### config.mk
export PLATFORM = sky130hd
export DESIGN_NAME = saber_matvec_sched_flat
export DESIGN_NICKNAME = d
export VERILOG_FILES = /design/src/rtl/saber_matvec_sched_if.sv /design/src/rtl/saber_matvec_sched.sv /design/src/flat_wrapper.sv
export SDC_FILE = /design/constraint.sdc
export NUM_CORES = 1
export LEC_CHECK = 0
export BUFFER_PORTS_ARGS = -buffer_cell sky130_fd_sc_hd__buf_2
export CORE_MARGIN = 5
export CORE_UTILIZATION = 48
export CTS_CLUSTER_SIZE = 16
export DETAILED_ROUTE_END_ITERATION = 16
export PLACE_DENSITY = 0.95
export SYNTH_ARGS = -nofsm -noshare
export SYNTH_HDL_FRONTEND = slang
export SYNTH_SLANG_ARGS = --single-unit
### constraint.sdc
create_clock -name clk -period 7 [get_ports clk]
set_input_delay 0 -clock clk [delete_from_list [all_inputs] [get_ports clk]]
set_output_delay 0 -clock clk [all_outputs]
set_load 0.05 [all_outputs]
### src/rtl/saber_matvec_sched_if.sv
// Bundle of the scheduler's control, multiplier and result-stream signals.
// master = scheduler side, slave = environment (top FSM, multiplier, consumer).
interface saber_matvec_sched_if #(
  parameter int ADDR_W = 10
);
  logic              start;
  logic              busy;
  logic              done;
  logic              pm_rst;
  logic              pm_acc_clear;
  logic              pm_read;
  logic              pm_done;
  logic [63:0]       pm_coeff4x;
  logic [ADDR_W-1:0] pol_base_addr;
  logic [ADDR_W-1:0] s_base_addr;
  logic [63:0]       res_data;
  logic              res_valid;
  logic              res_ready;
  logic [1:0]        res_row;
  logic [5:0]        res_idx;

  modport master (
    input  start, pm_done, pm_coeff4x, res_ready,
    output busy, done, pm_rst, pm_acc_clear, pm_read,
           pol_base_addr, s_base_addr, res_data, res_valid, res_row, res_idx
  );

  modport slave (
    output start, pm_done, pm_coeff4x, res_ready,
    input  busy, done, pm_rst, pm_acc_clear, pm_read,
           pol_base_addr, s_base_addr, res_data, res_valid, res_row, res_idx
  );
endinterface

### src/rtl/saber_matvec_sched.sv
// Saber matrix-vector product sequencer: walks the multiplier through
// b[i] = sum_j A[i][j]*s[j], keeping the accumulator across j and
// streaming each finished row out word by word over valid/ready.
module saber_matvec_sched #(
  parameter int L         = 3,
  parameter int POL_WORDS = 52,
  parameter int S_WORDS   = 16,
  parameter int RES_WORDS = 64,
  parameter int ADDR_W    = 10
) (
  input  logic                  clk,
  input  logic                  rst,
  saber_matvec_sched_if.master  bus
);

  typedef enum logic [2:0] {
    IDLE  = 3'd0,
    CLEAR = 3'd1,
    RUN   = 3'd2,
    REARM = 3'd3,
    READ  = 3'd4,
    DONE  = 3'd5
  } state_t;

  localparam logic [1:0] IDX_LAST  = 2'(L - 1);
  localparam logic [5:0] WORD_LAST = 6'(RES_WORDS - 1);

  state_t     state_r;
  logic [1:0] row_r;
  logic [1:0] col_r;
  // First RUN cycle after a multiplier restart: pm_done may still show the
  // previous product, so it is not trusted in that cycle.
  logic       stale_r;

  function automatic logic [ADDR_W-1:0] pol_base(input logic [1:0] i, input logic [1:0] j);
    return ADDR_W'((int'(i) * L + int'(j)) * POL_WORDS);
  endfunction

  function automatic logic [ADDR_W-1:0] s_base(input logic [1:0] j);
    return ADDR_W'(int'(j) * S_WORDS);
  endfunction

  // The result word is the multiplier output, passed straight through.
  assign bus.res_data = bus.pm_coeff4x;

  // Sequencing FSM with all control outputs registered.
  always_ff @(posedge clk or posedge rst) begin
    if (rst) begin
      state_r           <= IDLE;
      row_r             <= 2'd0;
      col_r             <= 2'd0;
      stale_r           <= 1'b0;
      bus.busy          <= 1'b0;
      bus.done          <= 1'b0;
      bus.pm_rst        <= 1'b1;
      bus.pm_acc_clear  <= 1'b1;
      bus.pm_read       <= 1'b0;
      bus.res_valid     <= 1'b0;
      bus.pol_base_addr <= '0;
      bus.s_base_addr   <= '0;
      bus.res_row       <= 2'd0;
      bus.res_idx       <= 6'd0;
    end else begin
      bus.done    <= 1'b0;
      bus.pm_read <= 1'b0;
      case (state_r)
        IDLE: begin
          bus.pm_rst       <= 1'b1;
          bus.pm_acc_clear <= 1'b1;
          if (bus.start) begin
            state_r           <= CLEAR;
            row_r             <= 2'd0;
            col_r             <= 2'd0;
            bus.busy          <= 1'b1;
            bus.pol_base_addr <= pol_base(2'd0, 2'd0);
            bus.s_base_addr   <= s_base(2'd0);
          end else begin
            state_r <= IDLE;
          end
        end
        CLEAR: begin
          bus.pm_rst       <= 1'b0;
          bus.pm_acc_clear <= 1'b0;
          stale_r          <= 1'b1;
          state_r          <= RUN;
        end
        RUN: begin
          if (stale_r) begin
            stale_r <= 1'b0;
          end else if (bus.pm_done) begin
            if (col_r != IDX_LAST) begin
              // Next column: restart the multiplier but keep its accumulator.
              col_r             <= col_r + 2'd1;
              state_r           <= REARM;
              bus.pm_rst        <= 1'b1;
              bus.pol_base_addr <= pol_base(row_r, col_r + 2'd1);
              bus.s_base_addr   <= s_base(col_r + 2'd1);
            end else begin
              col_r         <= 2'd0;
              state_r       <= READ;
              bus.res_valid <= 1'b1;
              bus.res_idx   <= 6'd0;
              bus.res_row   <= row_r;
            end
          end else begin
            state_r <= RUN;
          end
        end
        REARM: begin
          bus.pm_rst <= 1'b0;
          stale_r    <= 1'b1;
          state_r    <= RUN;
        end
        READ: begin
          if (!bus.res_valid) begin
            // Settle cycle after pm_read is over: offer the next word.
            bus.res_valid <= 1'b1;
          end else if (bus.res_ready) begin
            bus.res_valid <= 1'b0;
            bus.pm_read   <= 1'b1;
            bus.res_idx   <= bus.res_idx + 6'd1;
            if (bus.res_idx == WORD_LAST) begin
              if (row_r != IDX_LAST) begin
                row_r             <= row_r + 2'd1;
                state_r           <= CLEAR;
                bus.pm_rst        <= 1'b1;
                bus.pm_acc_clear  <= 1'b1;
                bus.pol_base_addr <= pol_base(row_r + 2'd1, 2'd0);
                bus.s_base_addr   <= s_base(2'd0);
              end else begin
                state_r  <= DONE;
                bus.done <= 1'b1;
              end
            end else begin
              state_r <= READ;
            end
          end else begin
            state_r <= READ;
          end
        end
        DONE: begin
          bus.busy         <= 1'b0;
          bus.pm_rst       <= 1'b1;
          bus.pm_acc_clear <= 1'b1;
          state_r          <= IDLE;
        end
        default: begin
          state_r          <= IDLE;
          bus.busy         <= 1'b0;
          bus.pm_rst       <= 1'b1;
          bus.pm_acc_clear <= 1'b1;
          bus.res_valid    <= 1'b0;
        end
      endcase
    end
  end

endmodule

### src/flat_wrapper.sv
// flat-port wrapper written by rule: the top's interface ports become plain ports
module saber_matvec_sched_flat 
#(
  parameter int L         = 3,
  parameter int POL_WORDS = 52,
  parameter int S_WORDS   = 16,
  parameter int RES_WORDS = 64,
  parameter int ADDR_W    = 10
)
  (clk, rst, bus_start, bus_pm_done, bus_pm_coeff4x, bus_res_ready, bus_busy, bus_done, bus_pm_rst, bus_pm_acc_clear, bus_pm_read, bus_pol_base_addr, bus_s_base_addr, bus_res_data, bus_res_valid, bus_res_row, bus_res_idx);
  saber_matvec_sched_if #(.ADDR_W(ADDR_W)) bus_i ();
  input  logic clk;
  input  logic rst;
  input wire logic [$bits(bus_i.start)-1:0] bus_start;
  input wire logic [$bits(bus_i.pm_done)-1:0] bus_pm_done;
  input wire logic [$bits(bus_i.pm_coeff4x)-1:0] bus_pm_coeff4x;
  input wire logic [$bits(bus_i.res_ready)-1:0] bus_res_ready;
  output wire logic [$bits(bus_i.busy)-1:0] bus_busy;
  output wire logic [$bits(bus_i.done)-1:0] bus_done;
  output wire logic [$bits(bus_i.pm_rst)-1:0] bus_pm_rst;
  output wire logic [$bits(bus_i.pm_acc_clear)-1:0] bus_pm_acc_clear;
  output wire logic [$bits(bus_i.pm_read)-1:0] bus_pm_read;
  output wire logic [$bits(bus_i.pol_base_addr)-1:0] bus_pol_base_addr;
  output wire logic [$bits(bus_i.s_base_addr)-1:0] bus_s_base_addr;
  output wire logic [$bits(bus_i.res_data)-1:0] bus_res_data;
  output wire logic [$bits(bus_i.res_valid)-1:0] bus_res_valid;
  output wire logic [$bits(bus_i.res_row)-1:0] bus_res_row;
  output wire logic [$bits(bus_i.res_idx)-1:0] bus_res_idx;
  assign bus_i.start = bus_start;
  assign bus_i.pm_done = bus_pm_done;
  assign bus_i.pm_coeff4x = bus_pm_coeff4x;
  assign bus_i.res_ready = bus_res_ready;
  assign bus_busy = bus_i.busy;
  assign bus_done = bus_i.done;
  assign bus_pm_rst = bus_i.pm_rst;
  assign bus_pm_acc_clear = bus_i.pm_acc_clear;
  assign bus_pm_read = bus_i.pm_read;
  assign bus_pol_base_addr = bus_i.pol_base_addr;
  assign bus_s_base_addr = bus_i.s_base_addr;
  assign bus_res_data = bus_i.res_data;
  assign bus_res_valid = bus_i.res_valid;
  assign bus_res_row = bus_i.res_row;
  assign bus_res_idx = bus_i.res_idx;
  saber_matvec_sched #(.L(L), .POL_WORDS(POL_WORDS), .S_WORDS(S_WORDS), .RES_WORDS(RES_WORDS), .ADDR_W(ADDR_W)) u_core (.clk(clk), .rst(rst), .bus(bus_i));
endmodule
==> impl_metrics.yaml, run 1 <==
route:
  drtAntennaViolNets: 0
  vias_per_cell: 5.42
  first_pass_iters: 4
  vias: 1836
  drc_errors: 0
  drt_iter0_drc: 75
  wirelength_microns: 5250
  wl_per_cell_microns: 15.5
pwr:
  ir_drop_uv: 283
  leakagePower_uw: 0.00129
  p_per_area_mw_per_mm2: 449
grt:
  grt_start_max_net_pins: 33
  grt_pass1_vias: 1764
  grt_first_pass_wirelength_microns: 8550
  groute.usage.overall_pct: 14.4
  antenna_found_initial: 0
  overflow: 0
clock_network:
  clkLatencyLatePin_ns: 0.28
  postCtsSetupBuffers: 0
  clk_pin_slew_ns: 0.07
  cts_resized: 0
  clock_path_buffers: 2
  cts_sinks: 32
  root_buffer: "clkbuf_8"
  h-tree-depth: 2
  cts_tree: "built"
  cts_buffers: 5
  ctsHoldBuffers: 2
worst_setup_path:
  cp-start-kind: "register"
  worstReg2RegStart: "u_core.row_r[0]"
  required_ns: 7.20
  critical_path_arrival_ns: 4.63
  crit_path_max_fanout: 12
  crit_type: "register to register"
  crit_path_max_incr_delay_ns: 0.58
  crit_start: "u_core.row_r[0]"
  path_common_cell: "ha_1"
  cp-end-kind: "register"
  cpMaxStageDelayCell: "dfrtp_1"
  crit_chain: "inv_1, ha_1, xor2_1, ha_1, a21oi_1, xnor2_2, ha_1, ha_1, ha_1, fa_1, a21o_1, a21oi_1, xnor2_1, xnor2_1, o31ai_2"
layout:
  multiInputGateArea_sq_mm: 0.00137
  utilization_pct: 46.3
  diodes: 0
  design_area_sq_mm: 0.00258
  fin_nets: 363
  fillers: 533
  layout-drive-gt1-share_pct: 20.6
  instances_no_fill: 339
  register_area_sq_um: 803
  area_growth_pct: -6.86
worst_hold_path:
  hp-class: "primary input to output port"
  min_from: "bus_pm_coeff4x[10]"
synthesis:
  ys_ff_latch: 32
  ys_seq_area_share_pct: 29.0
  yosysWarnings: 0
  synth.distinct_cells: 51
  postSynth.asyncResetShare_pct: 100
  synth.cell_area_sq_mm: 0.00277
  synth_ff_type: "dfrtp_1"
  synth_edf_count: 0
  netlist_instances: 301
  postSynthAreaPerCell_sq_um: 9.21
sta:
  rsz0062_at_grt: "no"
  max-slew-margin-rel_pct: 61.7
  fin_crit_ns: 4.43
  drv_slew: 0
  setup_viol: 0
  max_freq_mhz: 226
  skew_ns: 0.00415
  hold_viol_final: 0
  worstMarginPinSlew_ns: 0.575
  setup_slack_ns: 2.57
  fin_crit_sh_pct: 63.3
  fin_setup_tns_ns: 0
placed_design:
  gp_congestion: 0.867
  pre_cts_slack_ns: 2.60
  io_buffers: 28
  placed_cells: 329
  post_dp_cell_area_sq_mm: 0.00245
  hpwl_microns: 3960
floorplanning:
  ios: 167
  die_area_sq_mm: 0.00739
  rows: 27
  core_sq_mm: 0.00557
  die_w_microns: 86.0
  die_h_microns: 86.0
  start_util_pct: 49.7
run:
  max_cap_viol_count: 0
run_status:
  status: "completed"
==> synthesized netlist by cell type, drive strengths merged, types with 2 or more instances <==
master    n  area, sq um
buf      80          586
dfrtp    30          751
ha       27          338
nand2    26         97.6
o21ai    19         95.1
nor2     16         70.1
a21oi    13         65.1
inv       9         33.8
xnor2     8         77.6
xor2      8         70.1
nand3     5         30.0
a22oi     4         30.0
mux2      4         45.0
nand2b    4         25.0
nand3b    4         30.0
a21o      3         22.5
clkbuf    3         11.3
nand4     3         18.8
o31ai     3         46.3
a2bb2oi   2         23.8
a31oi     2         12.5
and3      2         12.5
dfstp     2         52.6
nor2b     2         12.5
nor3      2         10.0
nor3b     2         37.5
o211ai    2         15.0
==> metal layers <==
metal,GRT usage (%),part of all wire (%),vias to the layer above
li1,-,-,867
met1,17.5,42,873
met2,23.1,47,66
met3,4.23,7.9,30
met4,7.19,3.8,0
met5,0,0,-
==> worst max-delay path: cells and delay by family, from the launching register on <==
kind / cells / cell delay (ns)
buffers and inverters: 1 / 0.17
AO/OA/AOI/OAI: 4 / 0.80
XOR/XNOR: 4 / 0.70
flip-flops: 1 / 0.58
adder cells (fa/ha/maj): 6 / 2.12
==> cell usage in the layout (no fill, tap or decap), types with 9 or more instances in the layout <==
cell and instances:
a21oi_1 13, buf_2 28, conb_1 10, dfrtp_1 30, ha_1 27, inv_1 9, nand2_1 26, nor2_1 14
o21ai_0 11
==> report_power, final <==
group	internal [uW]	switching, uW	total [uW]	leakage (uW)
Clock	106	67.5	173	0.0000552
Combinational	246	447	693	0.000820
Sequential	238	55.0	293	0.000415
==> per-stage QoR <==
step                      hold WS, ns  total power (uW)
after floorplan                 0.115               932
after global routing        0.0000718              1250
after CTS                    0.000341              1170
after global placement       0.000341               946
final                       0.0000169              1160
after detailed placement     0.000341               985
==> path summary, 6_finish.rpt <==
check | depth (start not counted) | end | slack, ns
worst max register to register | 15 | u_core.bus.pol_base_addr[9] | 2.57
min in group asynchronous | 4 | u_core.bus.res_idx[0] | 0.34
worst min-delay path | 0 | bus_res_data[10] | 0.00002
worst max-delay path | 15 | u_core.bus.pol_base_addr[9] | 2.57
max in group asynchronous | 4 | u_core.bus.pm_rst | 6.33
worst min register to register | 2 | u_core.bus.pol_base_addr[2] | 0.48
==> kinds of logic after synthesis <==
kind of cell / count (synthesis) / synth area share [%]
buffers and inverters: 92 / 22.8
adders and majority gates: 29 / 13.3
xor gates and xnor gates: 16 / 5.33
and+or+nand+nor: 71 / 13.9
muxes: 4 / 1.63
AOI/OAI and AO/OA: 56 / 14.0
other: 1 / 0.135
DFF: 32 / 29.0
==> sequential cells by signal, indices dropped and copies added, names as in the netlist <==
name and flops:
u_core.stale_r 1, u_core.row_r 2, u_core.bus.pm_acc_clear 1, u_core.bus.s_base_addr 2, u_core.bus.pol_base_addr 8, u_core.state_r 3, u_core.bus.done 1, u_core.bus.pm_rst 1
u_core.col_r 2, u_core.bus.busy 1, u_core.bus.res_valid 1, u_core.bus.res_row 2, u_core.bus.pm_read 1, u_core.bus.res_idx 6
==> final cells by class <==
type / instances / share of cell area (%)
well taps: 72 / 3.49
repair buffers: 32 / 6.79
clock buffers: 6 / 2.81
multi-input cells: 186 / 53.1
clock inverters: 2 / 1.36
flip-flops and latches: 32 / 31.1
inverters: 9 / 1.31
(Power assumes the default switching activity.)
==> run 2: changes to the inputs <==
Settings changed: ABC_AREA set to 1, CORE_UTILIZATION 48 to 40, PLACE_DENSITY 0.95 to 0.9.
Clock period 7 ns to 3.8 ns, I/O delays scaled along.
==> impl_metrics.yaml, run 2 <==
sta:
  max-slew-margin-rel_pct: 61.0
  fin_crit_sh_pct: 94.9
  setup_viol: 0
  fin_crit_ns: 3.61
  max_freq_mhz: 277
  hold_viol_final: 0
  drv_slew: 0
  skew_ns: 0.0111
  worstMarginPinSlew_ns: 0.585
synthesis:
  synth_ff_type: "dfrtp_1"
  yosysMostFrequentCell: "nand2_1"
  synth_edf_count: 0
  postSynth.asyncResetShare_pct: 100
  synth.cell_area_sq_mm: 0.00280
  netlist_instances: 370
  synth_commonest_cells: "nand2_1 (95), buf_4 (74), inv_1 (38)"
  synth_area_leaders: "dfrtp_1 (27%), buf_4 (20%), nand2_1 (13%), ha_1 (12%), inv_1 (5.1%)"
  ys_seq_area_share_pct: 28.7
  synth.distinct_cells: 30
  yosysWarnings: 0
  ys_ff_latch: 32
  postSynthAreaPerCell_sq_um: 7.57
  synth_top_area_cell: "dfrtp_1"
  synth_top_area_share_pct: 26.8
worst_setup_path:
  required_ns: 3.97
  crit_path_max_fanout: 5
  r2r_slack_ns: 0.19
  worstReg2RegStart: "u_core.col_r[0]"
  cp-end-kind: "register"
  ff2ff_path_depth: 22
  crit_type: "register to register"
  r2r-end: "u_core.bus.pol_base_addr[9]"
  critical_path_arrival_ns: 3.78
  cp-start-kind: "register"
layout:
  top_register: "u_core.bus.pol_base_addr"
  instances_no_fill: 441
  layout-drive-gt1-share_pct: 18.6
  top_regs: "u_core.bus.pol_base_addr (8), u_core.bus.res_idx (6), u_core.state_r (3)"
  mostFrequentLayoutCells: "nand2_1 (93), inv_1 (36), dfrtp_1 (30)"
  final_common_cell: "nand2_1"
  fin_nets: 441
  largest_register_ffs: 8
  utilization_pct: 40.0
  area_growth_pct: -2.95
  diodes: 0
pwr:
  seqPwrFrac_pct: 21.8
  ir_drop_uv: 240
  switching_power_uw: 1240
  leakagePower_uw: 0.00153
  internal_power_uw: 1170
  p_per_area_mw_per_mm2: 884
  clkPwrFrac_pct: 11.3
  swShare_pct: 51.5
  combPwrFrac_pct: 66.9
route:
  vias: 2103
  drt_iter0_drc: 185
  wirelength_microns: 5510
  drtAntennaViolNets: 0
  drc_errors: 0
  first_pass_iters: 4
  wl_per_cell_microns: 12.5
  vias_per_cell: 4.77
clock_network:
  root_buffer: "clkbuf_8"
  cts_sinks: 32
  cts_tree: "built"
  clock_path_buffers: 2
  clkLatencyLatePin_ns: 0.29
  clk_pin_slew_ns: 0.07
  cts_buffers: 5
  h-tree-depth: 2
floorplanning:
  die_h_microns: 93.7
  ios: 167
  rows: 30
  start_util_pct: 41.3
  die_w_microns: 93.7
  core_sq_mm: 0.00679
  die_area_sq_mm: 0.00878
grt:
  grt_first_pass_wirelength_microns: 9150
  grt_start_max_net_pins: 33
  groute.usage.overall_pct: 12.9
  antenna_found_initial: 0
  grt_pass1_vias: 2114
  overflow: 0
worst_hold_path:
  hold_depth: 0
  hold_end: "bus_res_data[17]"
  min_from: "bus_pm_coeff4x[17]"
  hp-class: "primary input to output port"
run_status:
  status: "completed"
placed_design:
  io_buffers: 28
  gp_congestion: 0.919
  hpwl_microns: 4200
  placed_cells: 430
run:
  max_cap_viol_count: 0
[run 2: power by group through the flow]
stage | sequential, uW | combinational, uW | clock [uW]
after floorplan | 744 | 1070 | 0
after global placement | 524 | 1360 | 0
after detailed placement | 531 | 1450 | 0
after CTS | 524 | 1470 | 277
after global routing | 538 | 1780 | 291
final | 524 | 1610 | 271
[run 2: timing repair]
action / CTS / global route
setup endpoints to repair: 2 / 3
hold buffers: 2 / 0
gates resized for setup: 2 / 10
endpoints found under the hold margin: 31 / 0
cloned: 0 / 0
buffers inserted: 1 / 0
pin swaps: 0 / 2
[run 2: layer usage]
metal | track usage, % | vias up | wire length (microns)
met3 | 4.65 | 14 | 533
met1 | 15.2 | 979 | 2330
met4 | 5.66 | 0 | 57
met2 | 21.1 | 87 | 2590
li1 | - | 1023 | -
met5 | 0 | - | 0
[run 2: cells by family (layout without fill, tap and decap cells)]
logic type	Yosys count	after routing	share of synthesized area, %
buffers and inverters	117	83	26.2
multiplexers	1	1	0.357
flip-flops	32	32	28.7
other	1	10	0.134
adder cells (fa/ha/maj)	28	28	12.8
AND/OR/NAND/NOR	150	150	22.9
XOR/XNOR	9	9	2.81
AO/OA/AOI/OAI	32	32	6.16
[run 2: final cells by class]
| cell class | instances | area, sq um |
|---|---|---|
| Inverter | 40 | 150 |
| Timing Repair Buffer | 35 | 198 |
| Multi-Input combinational cell | 230 | 1360 |
| Sequential cell | 32 | 803 |
| Clock buffer | 8 | 90.1 |
| Fill cell | 668 | 4070 |
| Tap cell | 96 | 120 |
[run 2: worst max path at each step]
stage | depth (start not counted) | endpoint | from | slack [ns]
after CTS | 23 | u_core.bus.pol_base_addr[9] | u_core.col_r[0] | 0.05
after floorplan | 18 | u_core.bus.pol_base_addr[7] | u_core.row_r[0] | 0.14
after detailed placement | 22 | u_core.bus.pol_base_addr[9] | u_core.row_r[1] | 0.004
after global routing | 22 | u_core.bus.pol_base_addr[9] | u_core.col_r[0] | -0.02
final | 22 | u_core.bus.pol_base_addr[9] | u_core.col_r[0] | 0.19
after global placement | 22 | u_core.bus.pol_base_addr[9] | u_core.row_r[1] | 0.21
[run 2: worst max-delay path: stages, from the launching register on]
cell,delay (ns)
dfrtp_1,0.36
inv_2,0.07
ha_1,0.34
nor2_1,0.14
nor2_1,0.08
ha_1,0.21
inv_1,0.09
nand2_2,0.10
xor2_2,0.20
ha_1,0.31
ha_1,0.34
ha_4,0.25
fa_2,0.41
inv_1,0.07
nor2_1,0.05
nor2_1,0.07
nand2_1,0.07
nand2_1,0.06
nand2_1,0.04
nand3_1,0.05
nand2_1,0.05
nand2_1,0.05
nand2_1,0.05
[run 2: per-stage QoR]
step	power (uW)	hold WS, ns	setup TNS [ns]	setup WS (ns)	instance area [sq um]
2_1_floorplan	1820	0.115	0	0.137	2840
3_3_place_gp	1890	0.000341	0	0.210	2540
3_5_place_dp	1980	0.000341	0	0.00409	2540
4_1_cts	2270	0.000341	0	0.0522	2670
5_1_grt	2610	0.0000718	-0.0245	-0.0245	2720
6_report	2400	0.0000193	0	0.193	2720
==> run 3: changes to the inputs <==
Settings changed: PLACE_DENSITY 0.9 to 0.78.
==> impl_metrics.yaml, run 3 (synthesis results as in run 2) <==
run_status:
  status: "completed"
layout:
  largest_register_ffs: 8
  instances_no_fill: 441
  top_register: "u_core.bus.pol_base_addr"
  diodes: 0
  fillers: 689
  register_area_sq_um: 805
  layout-drive-gt1-share_pct: 18.6
  final_common_cell: "nand2_1"
  top_regs: "u_core.bus.pol_base_addr (8), u_core.bus.res_idx (6), u_core.state_r (3)"
  utilization_pct: 39.9
  fin_nets: 441
  area_growth_pct: -3.35
  multiInputGateArea_sq_mm: 0.00135
  mostFrequentLayoutCells: "nand2_1 (95), inv_1 (36), dfrtp_1 (29)"
clock_network:
  h-tree-depth: 2
  clock_path_buffers: 2
  root_buffer: "clkbuf_8"
  clk_pin_slew_ns: 0.06
  cts_sinks: 32
  cts_buffers: 5
  clkLatencyLatePin_ns: 0.28
  cts_tree: "built"
floorplanning:
  core_sq_mm: 0.00679
  start_util_pct: 41.3
  die_h_microns: 93.7
  rows: 30
  die_w_microns: 93.7
  die_area_sq_mm: 0.00878
  ios: 167
worst_setup_path:
  cp-start-kind: "register"
  crit_path_max_fanout: 6
  crit_type: "register to register"
  crit_path_max_incr_delay_ns: 0.44
  crit_family: "adder cells"
  cp-end-kind: "register"
  required_ns: 4.02
  cpMaxStageDelayCell: "dfrtp_2"
  r2r_slack_ns: 0.28
  crit_chain: "inv_2, ha_1, nor2_2, nor2_1, ha_1, inv_1, nand2_1, xor2_2, buf_4, nor2_1, nor2_1, ha_1, ha_1, ha_2, a21oi_2, nand2_1, a21oi_1, o21ai_0, o21ai_0, nand2_1, nand2_1"
  critical_path_buf_inv_count: 3
  critical_path_arrival_ns: 3.74
sta:
  hold_viol_final: 0
  rsz0062_at_grt: "no"
  setup_slack_ns: 0.283
  max-slew-margin-rel_pct: 61.9
  max_freq_mhz: 284
  worstMarginPinSlew_ns: 0.571
  drv_slew: 0
  fin_crit_sh_pct: 92.6
  fin_crit_ns: 3.52
  setup_viol: 0
  skew_ns: 0.00372
  timing.hold.ws_ns: 0.0000193
  fin_setup_tns_ns: 0
route:
  wl_per_cell_microns: 12.3
  wirelength_microns: 5430
  drtAntennaViolNets: 0
  first_pass_iters: 4
  drc_errors: 0
  vias_per_cell: 4.65
  vias: 2051
  drt_iter0_drc: 122
grt:
  grt_pass1_vias: 2060
  groute.usage.overall_pct: 12.2
  antenna_found_initial: 0
  grt_start_max_net_pins: 33
  overflow: 0
  grt_first_pass_wirelength_microns: 8810
pwr:
  internal_power_uw: 1130
  leakagePower_uw: 0.00153
  seqPwrFrac_pct: 22.6
  clkPwrFrac_pct: 11.6
  ir_drop_uv: 248
  switching_power_uw: 1200
  p_per_area_mw_per_mm2: 859
  combPwrFrac_pct: 65.7
  swShare_pct: 51.6
run:
  max_cap_viol_count: 0
worst_hold_path:
  hp-class: "primary input to output port"
placed_design:
  placed_cells: 430
  hpwl_microns: 4210
  gp_congestion: 0.863
  pre_cts_slack_ns: 0.0804
  io_buffers: 28
[run 3: worst paths after layout]
kind                                                  start  depth (start not counted)                          end
max in group asynchronous                               rst                          4      u_core.bus.pm_acc_clear
worst min-delay path                     bus_pm_coeff4x[43]                          0             bus_res_data[43]
worst max register to register              u_core.row_r[1]                         21  u_core.bus.pol_base_addr[8]
worst min register to register  u_core.bus.pol_base_addr[4]                          2  u_core.bus.pol_base_addr[4]
worst max-delay path                        u_core.row_r[1]                         21  u_core.bus.pol_base_addr[8]
min in group asynchronous                               rst                          4              u_core.bus.busy
[run 3: repair_timing]
action | CTS | global route
hold endpoints to repair | 31 | 0
setup endpoints to repair | 0 | 3
gates resized for setup | 0 | 11
hold buffers | 2 | 0
setup buffers | 0 | 1
[run 3: area by class of cell]
| class | count | area share [%] |
|---|---|---|
| Inverter | 40 | 5.54 |
| Clock buffer | 8 | 3.33 |
| Sequential cell | 32 | 29.7 |
| Multi-Input combinational cell | 230 | 49.7 |
| Tap cell | 96 | 4.43 |
| Timing Repair Buffer | 35 | 7.30 |
[run 3: metrics by stage]
stage               cell area [sq um]  power, uW
global route                     2710       2550
floorplan                        2840       1820
detailed placement               2540       1950
global placement                 2540       1900
CTS                              2650       2230
finish                           2710       2330
[run 3: metal layers]
layer	vias to the layer above	global-route usage (%)	share of wire [%]	routed length [microns]
met5	-	0	0	0
met4	0	3.73	0.76	41
met3	10	4.41	7.3	394
met2	59	20.3	48	2590
met1	961	14.6	44	2400
li1	1021	-	-	-
[run 3: power groups by stage]
stage / Combinational, uW / Sequential, uW / Clock, uW
6_report: 1530 / 527 / 271
5_1_grt: 1720 / 540 / 291
4_1_cts: 1430 / 526 / 276
3_5_place_dp: 1420 / 532 / 0
3_3_place_gp: 1380 / 524 / 0
2_1_floorplan: 1070 / 744 / 0
